## src/rtl/fetch_sequencer.sv

```systemverilog
`default_nettype none
// ============================================================================
// Module   : fetch_sequencer
// Purpose  : Multicycle Moore control FSM that sequences instruction fetch.
//            It holds the PC in reset, waits out the instruction-memory read
//            latency, pulses the instruction-register load, classifies the
//            opcode, then commits PC+4 through the ALU. Adds a halt state
//            (level-sensitive request, sampled at instruction boundaries) and
//            a sticky trap state for illegal opcodes.
// Ports    : CLK          clock, rising edge
//            RST          synchronous reset, active-high
//            halt_req     stop at next instruction boundary (level)
//            opcode[6:0]  instruction register bits [6:0]
//            pc_reset     PC register reset
//            pc_write     PC register write enable
//            alu_sel[2:0] ALU operation selector
//            ir_load      instruction register load enable
//            state[2:0]   current state code (debug)
//            halted       high while in HALT
//            trap         high while in TRAP
//            instr_count  retired instruction count (CNT_W bits)
//            halt_cycles  cycles spent in HALT (CNT_W bits)
// Config   : FETCH_SEQ_PERF_CNT_EN defined -> performance counters built;
//            undefined -> counters tied to zero, FSM unchanged.
// Revision : 1.0 - initial release
// ============================================================================
module fetch_sequencer #(
  parameter int unsigned MEM_LATENCY = 2,       // legal range 1..15
  parameter logic [2:0]  ALU_ADD     = 3'b001,
  parameter logic [2:0]  ALU_NOP     = 3'b000,
  parameter int unsigned CNT_W       = 32
) (
  input  logic             CLK,
  input  logic             RST,
  input  logic             halt_req,
  input  logic [6:0]       opcode,
  output logic             pc_reset,
  output logic             pc_write,
  output logic [2:0]       alu_sel,
  output logic             ir_load,
  output logic [2:0]       state,
  output logic             halted,
  output logic             trap,
  output logic [CNT_W-1:0] instr_count,
  output logic [CNT_W-1:0] halt_cycles
);

  typedef enum logic [2:0] {
    S_RESET   = 3'd0,
    S_FETCH   = 3'd1,
    S_LOAD_IR = 3'd2,
    S_DECODE  = 3'd3,
    S_EXEC    = 3'd4,
    S_HALT    = 3'd5,
    S_TRAP    = 3'd6
  } state_t;

  // Terminal value of the memory wait counter.
  localparam logic [3:0] LAT_LAST = 4'(MEM_LATENCY - 1);

  state_t     state_q;
  state_t     state_d;
  logic [3:0] wait_cnt_q;
  logic [3:0] wait_cnt_d;

  function automatic logic is_legal(input logic [6:0] op);
    case (op)
      7'b0110011, 7'b0010011, 7'b0000011, 7'b0100011, 7'b1100011,
      7'b1100111, 7'b1101111, 7'b0110111, 7'b0010111, 7'b1110011:
        is_legal = 1'b1;
      default:
        is_legal = 1'b0;
    endcase
  endfunction

  // State register
  always_ff @(posedge CLK) begin
    if (RST) begin
      state_q    <= S_RESET;
      wait_cnt_q <= 4'd0;
    end else begin
      state_q    <= state_d;
      wait_cnt_q <= wait_cnt_d;
    end
  end

  // Next-state and Moore output decode
  always_comb begin
    state_d    = state_q;
    wait_cnt_d = 4'd0;
    pc_reset   = 1'b0;
    pc_write   = 1'b0;
    ir_load    = 1'b0;
    alu_sel    = ALU_NOP;
    halted     = 1'b0;
    trap       = 1'b0;
    case (state_q)
      S_RESET: begin
        pc_reset = 1'b1;
        state_d  = S_FETCH;
      end
      S_FETCH: begin
        if (wait_cnt_q == LAT_LAST) begin
          state_d = S_LOAD_IR;
        end else begin
          wait_cnt_d = wait_cnt_q + 4'd1;
        end
      end
      S_LOAD_IR: begin
        ir_load = 1'b1;
        state_d = S_DECODE;
      end
      S_DECODE: begin
        state_d = is_legal(opcode) ? S_EXEC : S_TRAP;
      end
      S_EXEC: begin
        pc_write = 1'b1;
        alu_sel  = ALU_ADD;
        state_d  = halt_req ? S_HALT : S_FETCH;
      end
      S_HALT: begin
        halted = 1'b1;
        if (!halt_req) begin
          state_d = S_FETCH;
        end
      end
      S_TRAP: begin
        // Sticky: only RST leaves this state; PC is never advanced.
        trap = 1'b1;
      end
      default: begin
        state_d = S_RESET;
      end
    endcase
  end

  assign state = state_q;

`ifdef FETCH_SEQ_PERF_CNT_EN
  logic [CNT_W-1:0] instr_count_q;
  logic [CNT_W-1:0] halt_cycles_q;

  // Counters wrap naturally at 2^CNT_W.
  always_ff @(posedge CLK) begin
    if (RST) begin
      instr_count_q <= '0;
      halt_cycles_q <= '0;
    end else begin
      if (state_q == S_EXEC) begin
        instr_count_q <= instr_count_q + 1'b1;
      end
      if (state_q == S_HALT) begin
        halt_cycles_q <= halt_cycles_q + 1'b1;
      end
    end
  end

  assign instr_count = instr_count_q;
  assign halt_cycles = halt_cycles_q;
`else
  assign instr_count = '0;
  assign halt_cycles = '0;
`endif

endmodule
`default_nettype wire

```

## config.mk

```make
export PLATFORM = sky130hd
export DESIGN_NAME = fetch_sequencer
export DESIGN_NICKNAME = d
export VERILOG_FILES = /design/src/rtl/fetch_sequencer.sv
export SDC_FILE = /design/constraint.sdc
export NUM_CORES = 1
export LEC_CHECK = 0
export ABC_AREA = 1
export ABC_CLOCK_PERIOD_IN_PS = 1500
export BUFFER_PORTS_ARGS = -buffer_cell sky130_fd_sc_hd__buf_2
export CORE_UTILIZATION = 37
export CTS_CLUSTER_DIAMETER = 80
export DETAILED_ROUTE_END_ITERATION = 8
export PLACE_DENSITY = 0.77
export SLEW_MARGIN = 20
export SYNTH_ARGS = -nofsm -noshare
export SYNTH_HDL_FRONTEND = slang
export SYNTH_SLANG_ARGS = --single-unit
```

## constraint.sdc

```tcl
create_clock -name CLK -period 1.5 [get_ports CLK]
set_input_delay 0.45 -clock CLK [delete_from_list [all_inputs] [get_ports CLK]]
set_output_delay 0.45 -clock CLK [all_outputs]
set_load 0.1 [all_outputs]
```

# After elaboration in Yosys (flattened, before gate mapping)
# Index checks and enable logic that the tools add are counted.
[word_totals]
register_bits = 7
input_bits = 10
[classes]
n_addsub = 1
eq_ne = 19
muxes = 13
n_bitwise = 2
n_reduce_logical = 4
[ops]
columns = ["op", "n"]
rows = [
  ["$eq 7x7->1 const B", 4],
  ["$eq 7x6->1 const B", 3],
  ["$pmux 3 s7", 1],
  ["$eq 7x5->1 const B", 2],
  ["$reduce_or 10->1", 1],
  ["$eq 3x3->1 const B", 3],
  ["$mux 3", 3],
  ["$mux 1", 8],
  ["$eq 7x2->1 const B", 1],
  ["$eq 3x2->1 const B", 2],
  ["$add 4x1->4 const B", 1],
  ["$eq 4x1->1 const B", 1],
  ["$ne 2x2->1 const B", 2],
  ["$eq 3x1->1 const B", 1],
  ["$logic_not 3->1", 1],
  ["$reduce_and 3->1", 1],
  ["$reduce_or 3->1", 1],
  ["$mux 2", 1],
  ["$not 1->1", 2],
]

# Longest topological paths before layout
[logic_depth]
depth_word = 6
ltp_mapped = 9

# Worst setup path before layout
# OpenSTA, ideal clock, no wires.
[synth_path]
path_kind = "reg2out"
startpoint = "register state_q[2] (netlist: state[2])"
endpoint = "output port alu_sel[0]"
arrival_ns = 2.987
required_ns = 1.050
setup_slack_ns = -1.937
path_stages_with_launch = 4
path_cell_list = "dfxtp_1 > nand2_2 > nor2_1 > buf_4"
[synth_via]
elab_chain_len = 2
[synth_lines]
columns = ["element", "line_no", "text"]
rows = [
  ["from (decl)", "61", "state_t state_q;"],
  ["from (signal assigned)", "82", "state_q <= state_d;"],
  ["$eq 3x3->1", "97", "case (state_q)"],
  ["$mux 1", "97", ""],
  ["to (decl)", "39", "output logic [2:0] alu_sel,"],
]
# Every way passes these cells.

# Final worst setup path
[layout_path]
startpoint = "register state_q[1] (netlist: state[1])"
endpoint = "output port alu_sel[0]"
# Same word-level chain as after synthesis.

==> results.md <==
* Largest net degree at the start of global routing at 7
* Final worst path period share at 1.04
* Fillcell total at 228
* Clock Latency Late Sink at 240 ps
* Hold Crit Depth at 2
* Initial antenna violation count at 0
* Vias per cell at 3.43
* Sink Count at 7
* Fraction of the mapped netlist area in adder cells at 0.0269
* RSZ-0062 raised after global routing: yes
* Worst-path fanout max at 6
* Xor/xnor share of the synthesized area at 0.0188
* # hold bufs at CTS at 0
* Top post-synthesis cells by area: buf_4 (54%), dfxtp_1 (15%), nand2_1 (6.0%), inv_1 (4.0%), nor2_1 (3.2%)
* Cts bufs inserted at 3
* Clock skew at 2.27 ps
* Count of input and output buffers at 18
* Syn avg cell area at 7.00 um^2
* Final Hold Fails at 0
* Crit path required time at 1050 ps
* Clock-pin slew on the worst setup and hold paths at 50 ps
* Post-synthesis mux area share at 0
* Failing checks: setup timing
* Remaining DRCs at 0
* Leading area contributor after synthesis: buf_4
* Status: finished with violations
* R2r setup slk at 290 ps
* TritonCTS clock tree: done
* Yosys reg bits at 7
* Maximum vdd drop at 1.44 mV
* Post-synth EDFFs at 0
* # IOs at 85
* H-tree levels at 1
* Type of the most critical hold path: input pin to flop
* Total grt overflow at 0
* Netlist cell types at 19
* Routed wire length at 1.24 mm
* Crit start category: flop
* Area after DPL at 1010 um^2
* Overall Global Routing Usage at 0.102
* Number of global-route vias before repair at 533
* Via count at 645
* Post-Route Utilization at 0.472
* Post-Syn Area at 931 um^2
* Full die area at 2720 um^2
* # rows at 17
* Root Buffer: clkbuf_4
* First-pass GRT wire length at 2.04 mm
* Setup crit end kind: output port
* Ys flop type: dfxtp_1
* Slowest CP cell: dfxtp_4
* Count leader, synth: buf_4
* Buf+Inv Stages, Crit Path at 2
* Power per Cell Area at 2440 nW/um^2
* Sequential area share after synthesis at 0.151
* WP depth at 4
* Die W at 52.2 um
* Core Footprint at 2300 um^2
* Mapped Cells at 133
* ANT cells at 0
* Synth cell count leaders: buf_4 (67), nand2_1 (15), inv_1 (10)
* CP peak stage delay at 380 ps
* Endpoints failing setup at 5
* Final setup margin at -52.8 ps
* Die Y at 52.2 um
* P_leak at 0.590 nW
* Crit path kind: flop to output port
* Drt pass-1 iters at 4
* Nets at 173
* Main combinational cell family by area after synthesis: buffers and inverters
* Reg-to-reg endpoint: state[0]$_SDFFE_PP0P_
* WL per Instance at 6.61 um
* Hold slack final at 392 ps
* Ys async rst share at 0
* Min-delay src: RST
* Simple-gate share of the synthesized area at 0.173
* CP top delay family: flip-flops
* Hold Path Sink: state[0]$_SDFFE_PP0P_
* Syn. warnings at 0
* R2R Path Start: wait_cnt_q[0]$_SDFF_PP0_
* DR iter-0 viols at 8
* Fin area at 1080 um^2
* Post-route ant nets at 0
* MaxCap Viol Count at 0
* WP data arrival at 1100 ps
* Crit path cell chain: inv_4 > nand2_4 > nor2_4 > buf_12
* Final slew viol count at 0
* Compound-gate portion of the synthesized area at 0.0336
* Worst Reg-to-Reg Cells at 6
* F_max at 644 MHz
* Layout cells sized above 1 at 0.294
* Detailed placement HPWL at 1.12 mm
* Starting Density at 0.405
* Share of the synthesized area in the top cell type at 0.540
* Syn-to-layout area delta at 16.5%
* Post-layout min period at 1550 ps
* GP Congestion at 0.752
* Maximum clock insertion buffer count at 2
sequential cells by signal, summed over array words and instances (netlist names):
signal and count:
wait_cnt_q 4, state 3
cell usage in the layout, fill, tap and decap left out:
| master | n |
|---|---|
| a211oi_1 | 1 |
| a21oi_1 | 2 |
| a21oi_2 | 1 |
| buf_12 | 9 |
| buf_2 | 9 |
| buf_4 | 6 |
| buf_6 | 1 |
| clkbuf_1 | 1 |
| clkbuf_4 | 3 |
| clkinvlp_4 | 2 |
| conb_1 | 66 |
| dfxtp_1 | 4 |
| dfxtp_4 | 3 |
| ha_1 | 2 |
| inv_1 | 8 |
| inv_2 | 1 |
| inv_4 | 2 |
| nand2_1 | 15 |
| nand2_2 | 2 |
| nand2_4 | 1 |
| nand3_1 | 3 |
| nand3_2 | 1 |
| nand3_4 | 1 |
| nor2_1 | 7 |
| nor2_2 | 2 |
| nor2_4 | 2 |
| nor3_4 | 1 |
| nor3b_1 | 1 |
| o21ai_1 | 1 |
| xnor2_1 | 1 |
| xor2_1 | 1 |
per-stage QoR:
step	TNS (ps)	setup WS [ps]	total power, mW	cells
after detailed placement	0	142	2.41	179
after global placement	0	166	2.38	179
after global routing	-432	-93.1	2.76	188
after CTS	-254	-73.7	2.66	187
after floorplan	-1730	-435	2.09	198
final	-150	-52.8	2.65	188
per-layer routing:
metal,share of wire,global-route usage,vias to the layer above
met4,0,0.0789,0
met2,0.59,0.214,49
met5,0,0,-
met3,0.090,0,0
li1,-,-,323
met1,0.32,0.0873,273
final cells by class:
type	count	area (um^2)	share of cell area
repair buffers	25	282	0.260
multi-input cells	111	529	0.488
inverters	13	61.3	0.0565
flip-flops and latches	7	151	0.140
well taps	28	35.0	0.0323
clock buffers	4	26.3	0.0242
cells by family after synthesis:
logic type | Yosys count
buf+inv | 80
simple gates | 36
flops | 7
compound gates | 5
xor+xnor | 2
fa+ha+maj | 2
other cells | 1
power breakdown:
part / internal (mW) / total (mW) / leakage (nW) / switching [mW]
Combinational: 0.536 / 2.14 / 0.516 / 1.61
Clock: 0.101 / 0.163 / 0.0150 / 0.0619
Sequential: 0.252 / 0.343 / 0.0590 / 0.0915
timing repair:
item | in CTS | in global routing
endpoints found under the setup margin | 6 | 6
gates resized for setup | 3 | 0
buffers inserted | 4 | 1
pin swaps | 1 | 0
worst max path at each step:
| stage | startpoint | to | slack [ps] |
|---|---|---|---|
| after detailed placement | state[1]$_SDFFE_PP0P_ | pc_write | 140 |
| after CTS | state[1]$_SDFFE_PP0P_ | pc_write | -70 |
| after global placement | state[1]$_SDFFE_PP0P_ | alu_sel[0] | 170 |
| final | state[1]$_SDFFE_PP0P_ | alu_sel[0] | -50 |
| after floorplan | state[2]$_SDFFE_PP0P_ | alu_sel[0] | -430 |
| after global routing | state[1]$_SDFFE_PP0P_ | pc_write | -90 |
(Power assumes the default switching activity.)
